===== src/rtl/parking_lot_top.sv =====
// Multi-storey parking controller: one elevator, seven floors of two slots,
// per-slot fee timers and flood lockout of leaking floors.
module parking_lot_top #(
    parameter logic [7:0] FEE_PER_CYCLE = 8'd1
) (
    input  logic        clock,
    input  logic        reset,
    input  logic [15:0] license_plate,
    input  logic        in_mode,
    input  logic        out_mode,
    input  logic        leakage,
    input  logic [2:0]  leakage_floor,
    output logic [31:0] parked_1,
    output logic [31:0] parked_2,
    output logic [31:0] parked_3,
    output logic [31:0] parked_4,
    output logic [31:0] parked_5,
    output logic [31:0] parked_6,
    output logic [31:0] parked_7,
    output logic [2:0]  current_floor,
    output logic [15:0] moving,
    output logic        plate_type,
    output logic [7:0]  fee,
    output logic        empty_suv,
    output logic        empty_sedan,
    output logic        full_suv,
    output logic        full_sedan
);

    typedef enum logic [2:0] {
        IDLE,
        UP_IN,
        STORE,
        UP_OUT,
        LOAD,
        DOWN,
        EXIT
    } state_t;

    state_t r_state;
    state_t w_next;

    // slot i sits on floor i/2+1; even i is slot A, odd i is slot B
    logic [13:0][15:0] r_plate;
    logic [13:0][7:0]  r_timer;
    logic [7:1]        r_flood;

    logic [2:0]  r_floor;
    logic [2:0]  r_target;
    logic [3:0]  r_idx;
    logic [15:0] r_moving;
    logic        r_type;
    logic        r_is_out;
    logic [7:0]  r_fee;
    logic [7:0]  r_fee_cap;
    logic        r_empty_suv;
    logic        r_empty_sedan;
    logic        r_full_suv;
    logic        r_full_sedan;

    logic [13:0] w_slot_flood;
    logic        w_is_suv;
    logic        w_req_ok;
    logic        w_free_hit;
    logic [3:0]  w_free_idx;
    logic        w_find_hit;
    logic [3:0]  w_find_idx;
    logic        w_park_ok;
    logic        w_fetch_ok;
    logic [2:0]  w_free_floor;
    logic [2:0]  w_find_floor;
    logic        w_any_suv;
    logic        w_any_sedan;
    logic        w_free_suv;
    logic        w_free_sedan;

    function automatic logic [7:0] sat_add(input logic [7:0] a);
        logic [8:0] s;
        s = {1'b0, a} + {1'b0, FEE_PER_CYCLE};
        return s[8] ? 8'hFF : s[7:0];
    endfunction

    assign w_slot_flood = {
        {2{r_flood[7]}}, {2{r_flood[6]}}, {2{r_flood[5]}},
        {2{r_flood[4]}}, {2{r_flood[3]}}, {2{r_flood[2]}},
        {2{r_flood[1]}}
    };

    assign w_is_suv = license_plate[0];
    assign w_req_ok = (license_plate != 16'h0000);

    // first free dry slot of the plate's class, and any slot holding the plate
    always_comb begin
        w_free_hit = 1'b0;
        w_free_idx = 4'd0;
        w_find_hit = 1'b0;
        w_find_idx = 4'd0;
        for (int i = 0; i < 14; i++) begin
            if (!w_find_hit && r_plate[i] == license_plate) begin
                w_find_hit = 1'b1;
                w_find_idx = 4'(i);
            end
            if (!w_free_hit && ((i < 6) == w_is_suv) &&
                r_plate[i] == 16'h0000 && !w_slot_flood[i]) begin
                w_free_hit = 1'b1;
                w_free_idx = 4'(i);
            end
        end
    end

    assign w_free_floor = w_free_idx[3:1] + 3'd1;
    assign w_find_floor = w_find_idx[3:1] + 3'd1;

    assign w_park_ok  = w_req_ok && in_mode && w_free_hit && !w_find_hit;
    assign w_fetch_ok = w_req_ok && !in_mode && out_mode && w_find_hit;

    always_comb begin
        w_any_suv    = 1'b0;
        w_any_sedan  = 1'b0;
        w_free_suv   = 1'b0;
        w_free_sedan = 1'b0;
        for (int i = 0; i < 14; i++) begin
            if (r_plate[i] != 16'h0000) begin
                if (i < 6) w_any_suv = 1'b1;
                else       w_any_sedan = 1'b1;
            end else if (!w_slot_flood[i]) begin
                if (i < 6) w_free_suv = 1'b1;
                else       w_free_sedan = 1'b1;
            end
        end
    end

    always_ff @(posedge clock) begin
        if (!reset) r_state <= IDLE;
        else        r_state <= w_next;
    end

    always_comb begin
        w_next = r_state;
        unique case (r_state)
            IDLE: begin
                if (w_park_ok)       w_next = UP_IN;
                else if (w_fetch_ok) w_next = UP_OUT;
            end
            UP_IN: begin
                if (r_floor + 3'd1 == r_target) w_next = STORE;
            end
            UP_OUT: begin
                if (r_floor + 3'd1 == r_target) w_next = LOAD;
            end
            STORE:   w_next = DOWN;
            LOAD:    w_next = DOWN;
            DOWN: begin
                if (r_floor == 3'd1) begin
                    if (r_is_out) w_next = EXIT;
                    else          w_next = IDLE;
                end
            end
            EXIT:    w_next = IDLE;
            default: w_next = IDLE;
        endcase
    end

    always_ff @(posedge clock) begin
        if (!reset) begin
            r_plate       <= '0;
            r_timer       <= '0;
            r_flood       <= '0;
            r_floor       <= 3'd0;
            r_target      <= 3'd0;
            r_idx         <= 4'd0;
            r_moving      <= 16'h0000;
            r_type        <= 1'b0;
            r_is_out      <= 1'b0;
            r_fee         <= 8'd0;
            r_fee_cap     <= 8'd0;
            r_empty_suv   <= 1'b1;
            r_empty_sedan <= 1'b1;
            r_full_suv    <= 1'b0;
            r_full_sedan  <= 1'b0;
        end else begin
            for (int i = 0; i < 14; i++) begin
                if (r_plate[i] != 16'h0000)
                    r_timer[i] <= sat_add(r_timer[i]);
            end
            if (leakage && leakage_floor != 3'd0)
                r_flood[leakage_floor] <= 1'b1;

            r_empty_suv   <= !w_any_suv;
            r_empty_sedan <= !w_any_sedan;
            r_full_suv    <= !w_free_suv;
            r_full_sedan  <= !w_free_sedan;

            case (r_state)
                IDLE: begin
                    if (w_park_ok) begin
                        r_moving <= license_plate;
                        r_type   <= w_is_suv;
                        r_target <= w_free_floor;
                        r_idx    <= w_free_idx;
                        r_is_out <= 1'b0;
                    end else if (w_fetch_ok) begin
                        r_type   <= w_is_suv;
                        r_target <= w_find_floor;
                        r_idx    <= w_find_idx;
                        r_is_out <= 1'b1;
                    end
                end
                UP_IN, UP_OUT: r_floor <= r_floor + 3'd1;
                STORE: begin
                    r_plate[r_idx] <= r_moving;
                    r_timer[r_idx] <= 8'd0;
                    r_moving       <= 16'h0000;
                end
                LOAD: begin
                    r_moving       <= r_plate[r_idx];
                    r_plate[r_idx] <= 16'h0000;
                    r_fee_cap      <= r_timer[r_idx];
                end
                DOWN: r_floor <= r_floor - 3'd1;
                EXIT: begin
                    r_moving <= 16'h0000;
                    r_fee    <= r_fee_cap;
                end
                default: ;
            endcase
        end
    end

    assign parked_1      = {r_plate[0],  r_plate[1]};
    assign parked_2      = {r_plate[2],  r_plate[3]};
    assign parked_3      = {r_plate[4],  r_plate[5]};
    assign parked_4      = {r_plate[6],  r_plate[7]};
    assign parked_5      = {r_plate[8],  r_plate[9]};
    assign parked_6      = {r_plate[10], r_plate[11]};
    assign parked_7      = {r_plate[12], r_plate[13]};
    assign current_floor = r_floor;
    assign moving        = r_moving;
    assign plate_type    = r_type;
    assign fee           = r_fee;
    assign empty_suv     = r_empty_suv;
    assign empty_sedan   = r_empty_sedan;
    assign full_suv      = r_full_suv;
    assign full_sedan    = r_full_sedan;

endmodule


===== config.mk =====
export PLATFORM = sky130hd
export DESIGN_NAME = parking_lot_top
export DESIGN_NICKNAME = d
export VERILOG_FILES = /design/src/rtl/parking_lot_top.sv
export SDC_FILE = /design/constraint.sdc
export NUM_CORES = 1
export LEC_CHECK = 0
export CAP_MARGIN = 10
export CELL_PAD_IN_SITES_DETAIL_PLACEMENT = 0
export CELL_PAD_IN_SITES_GLOBAL_PLACEMENT = 1
export CORE_MARGIN = 2
export CORE_UTILIZATION = 30
export CTS_CLUSTER_DIAMETER = 100
export CTS_CLUSTER_SIZE = 24
export DETAILED_ROUTE_END_ITERATION = 7
export MAX_ROUTING_LAYER = met4
export PLACE_DENSITY = 0.66
export SKIP_CTS_REPAIR_TIMING = 1
export SLEW_MARGIN = 30
export SYNTH_ARGS = -nofsm -noshare
export SYNTH_HDL_FRONTEND = slang
export SYNTH_SLANG_ARGS = --single-unit

===== constraint.sdc =====
create_clock -name clock -period 2.4 [get_ports clock]
set_input_delay 0.36 -clock clock [delete_from_list [all_inputs] [get_ports clock]]
set_output_delay 0.36 -clock clock [all_outputs]
set_load 0.1 [all_outputs]

==> flow_summary_export.csv <==
group,metric,value,unit
yosys,synth.most_common_cell,"dfxtp_1",
die,fp.dieH,272,um
grt,grt_overflow,0,
drt,drtPass1Iterations,6,
grt,grt_pass1_vias,22200,
die,die_x,272,um
setup_path,critPathKind,"reg -> reg",
grt,antenna_found_initial,1,
drt,ant_nets,0,
setup_path,critPathMaxFanout,3,
yosys,syn_area,21600,um^2
drt,viasPerCell,5.77,
timing,relSlewSlack,50.3,%
cts,cts_inserted_buffers,23,
yosys,netlist_instances,2380,
yosys,synth.avg_cell_area,9.06,um^2
timing,max_freq,356,MHz
yosys,synth_area_leaders,"dfxtp_1 (37%), a22oi_1 (8.7%), mux4_2 (7.5%), xor2_1 (6.5%), nor2_1 (6.0%)",
outcome,outcome,"finished with violations",
die,ioPinCount,280,
grt,grtUsageTotal,30.4,%
placement,dp_hpwl,87700,um
yosys,synth_seq_area_share,36.6,%
yosys,synth_common_cells,"dfxtp_1 (394), nor2_1 (342), a22oi_1 (249)",
timing,slew_viol_final,0,
cts,cts.sinks,394,
pwr,ir_drop,0.614,mV
timing,setup_tns,-7.63,ns
setup_path,end_kind,"flip-flop",
pwr,power,0.0202,W
timing,setup_viol,27,
timing,tightest_slew,0.738,ns
grt,grt_max_degree,102,
setup_path,rrSetupSlack,-0.41,ns
grt,grt_pass1_wl,160000,um
yosys,synth_top_area_share,36.6,%
yosys,ys_async_sr_fraction,0,%
setup_path,worstPathArrival,3.30,ns
cts,cts_buffer_depth,3,
timing,skew,0.0504,ns
yosys,synth-edff-count,0,
drt,via_count,23700,
outcome,violations,"setup timing",
cts,cts_root_buffer,"clkbuf_16",
cells_and_area,num_antenna_cells,0,
yosys,ys_warn_count,0,
timing,holdWs,0.427,ns
cells_and_area,regArea,8740,um^2
setup_path,crit_required,2.89,ns
yosys,ys_types,77,
drt,drt-initial-drc-count,3007,
die,fp.dieArea,74100,um^2
pwr,p_leak,13.0,nW
placement,port_buffers,279,
flow_run,drv_cap,0,
cells_and_area,final_core_util,44.6,%
yosys,synth_top_area_cell,"dfxtp_1",
setup_path,cp-start-kind,"flip-flop",
cts,h-tree-depth,1,
timing,rsz0062_at_grt,"yes",
timing,setup_slack,-0.411,ns
cells_and_area,nets,3183,
drt,wl_per_cell,27.8,um
timing,min_period,2.81,ns
die,core,71400,um^2
pwr,powerDensity,633,nW/um^2
timing,period_share,117,%
yosys,synth_seq_cells,394,
cells_and_area,area_delta_synth_final,47.5,%
die,rows,98,
drt,drc,0,
yosys,syn_nets,2422,
die,start_util,30.2,%
timing,hold_viol_final,0,
worst_hold_path,min_path_type,"in -> reg",
cts,path_clk_slew,0.10,ns
drt,wl,114000,um
cts,insertion_delay,0.60,ns
cells_and_area,nFillCells,6949,
cells_and_area,drive_gt1_share,42.7,%
yosys,ys.flop_type,"dfxtp_1",
placement,gp_congestion,1.03,
cts,cts_tree,"built",
cells_and_area,multiInputGateArea,13100,um^2
==> critical path: stages (launching register included) <==
cell	delay, ns
dfxtp_4	0.37
nor4_2	0.27
buf_4	0.15
nand4_1	0.16
buf_4	0.22
a21oi_2	0.21
nor4_2	0.07
a311o_1	0.32
a21oi_2	0.15
nor2_1	0.05
o21a_1	0.20
ha_4	0.17
xor2_1	0.15
a211oi_1	0.22
==> final timing paths <==
kind | from | endpoint | cells after the start
worst max register to register | parked_5[27] | r_target[2] | 13
worst min-delay path | license_plate[0] | plate_type | 5
worst min register to register | fee[0] | fee[0] | 2
worst max-delay path | parked_5[27] | r_target[2] | 13
==> placed cells by master, fill, tap and decap left out, drive strengths merged, types with 14 or more instances in the layout <==
master         synthesis  layout
mux2i                 44      44
nand2b                20      20
ha                    18      18
nor4                 107     107
nand2                 94      94
a22oi                249     249
o21ai                 70      70
nor2                 342     342
inv                    9      15
a222oi                16      16
nand3                 53      53
nand4                 72      72
xor2                 161     161
mux4                  72      72
and4                  33      33
clkdlybuf4s50          0      14
xnor2                 96      96
dfxtp                394     394
and2                  16      16
nor2b                 25      25
nor3                  51      51
a31oi                 14      14
buf                   57     903
and3                  24      24
clkbuf               134      34
a21oi                118     118
a311oi                18      18
==> final cells by class <==
cell class / instances / share of cell area (%)
Clock inverter: 7 / 0.283
Multi-Input combinational cell: 1786 / 41.2
Clock buffer: 32 / 2.04
Sequential cell: 394 / 27.5
Tap cell: 950 / 3.74
Inverter: 9 / 0.130
Timing Repair Buffer: 927 / 25.2
==> per-stage QoR <==
step	setup slack, ns	instance area, um^2	cells
after floorplan	-0.0665	22600	2380
after global placement	-1.04	30400	4042
after detailed placement	-1.01	30400	4042
after CTS	-0.658	31100	4081
after global routing	-0.546	31800	4105
final	-0.411	31800	4105
==> layer usage <==
layer / GRT usage, % / share of wire (%) / up-vias
met5: - / 0 / -
met4: 10.6 / 4.5 / 0
met3: 5.82 / 8.8 / 276
met2: 46.5 / 44 / 1264
met1: 40.0 / 42 / 11800
li1: - / - / 10400
==> cells by family after synthesis <==
kind of cell	synth area share, %
adders and majority gates	1.04
DFF	36.6
muxes	9.70
AOI/OAI and AO/OA	16.9
xor gates and xnor gates	10.5
and+or+nand+nor	20.2
buffers and inverters	5.13
==> power breakdown <==
| part | internal (W) | switching, W | total (W) |
|---|---|---|---|
| combinational | 0.00280 | 0.00571 | 0.00851 |
| sequential | 0.00662 | 0.000441 | 0.00706 |
| clock | 0.00199 | 0.00259 | 0.00458 |
==> sequential cells by signal (all words and copies together), names as in the netlist, 8 cells and up <==
| signal | flops |
|---|---|
| fee | 8 |
| moving | 16 |
| parked_1 | 32 |
| parked_2 | 32 |
| parked_3 | 32 |
| parked_4 | 32 |
| parked_5 | 32 |
| parked_6 | 32 |
| parked_7 | 32 |
| r_fee_cap | 8 |
| r_timer | 112 |
No activity file was read; power rests on OpenSTA's default activity.
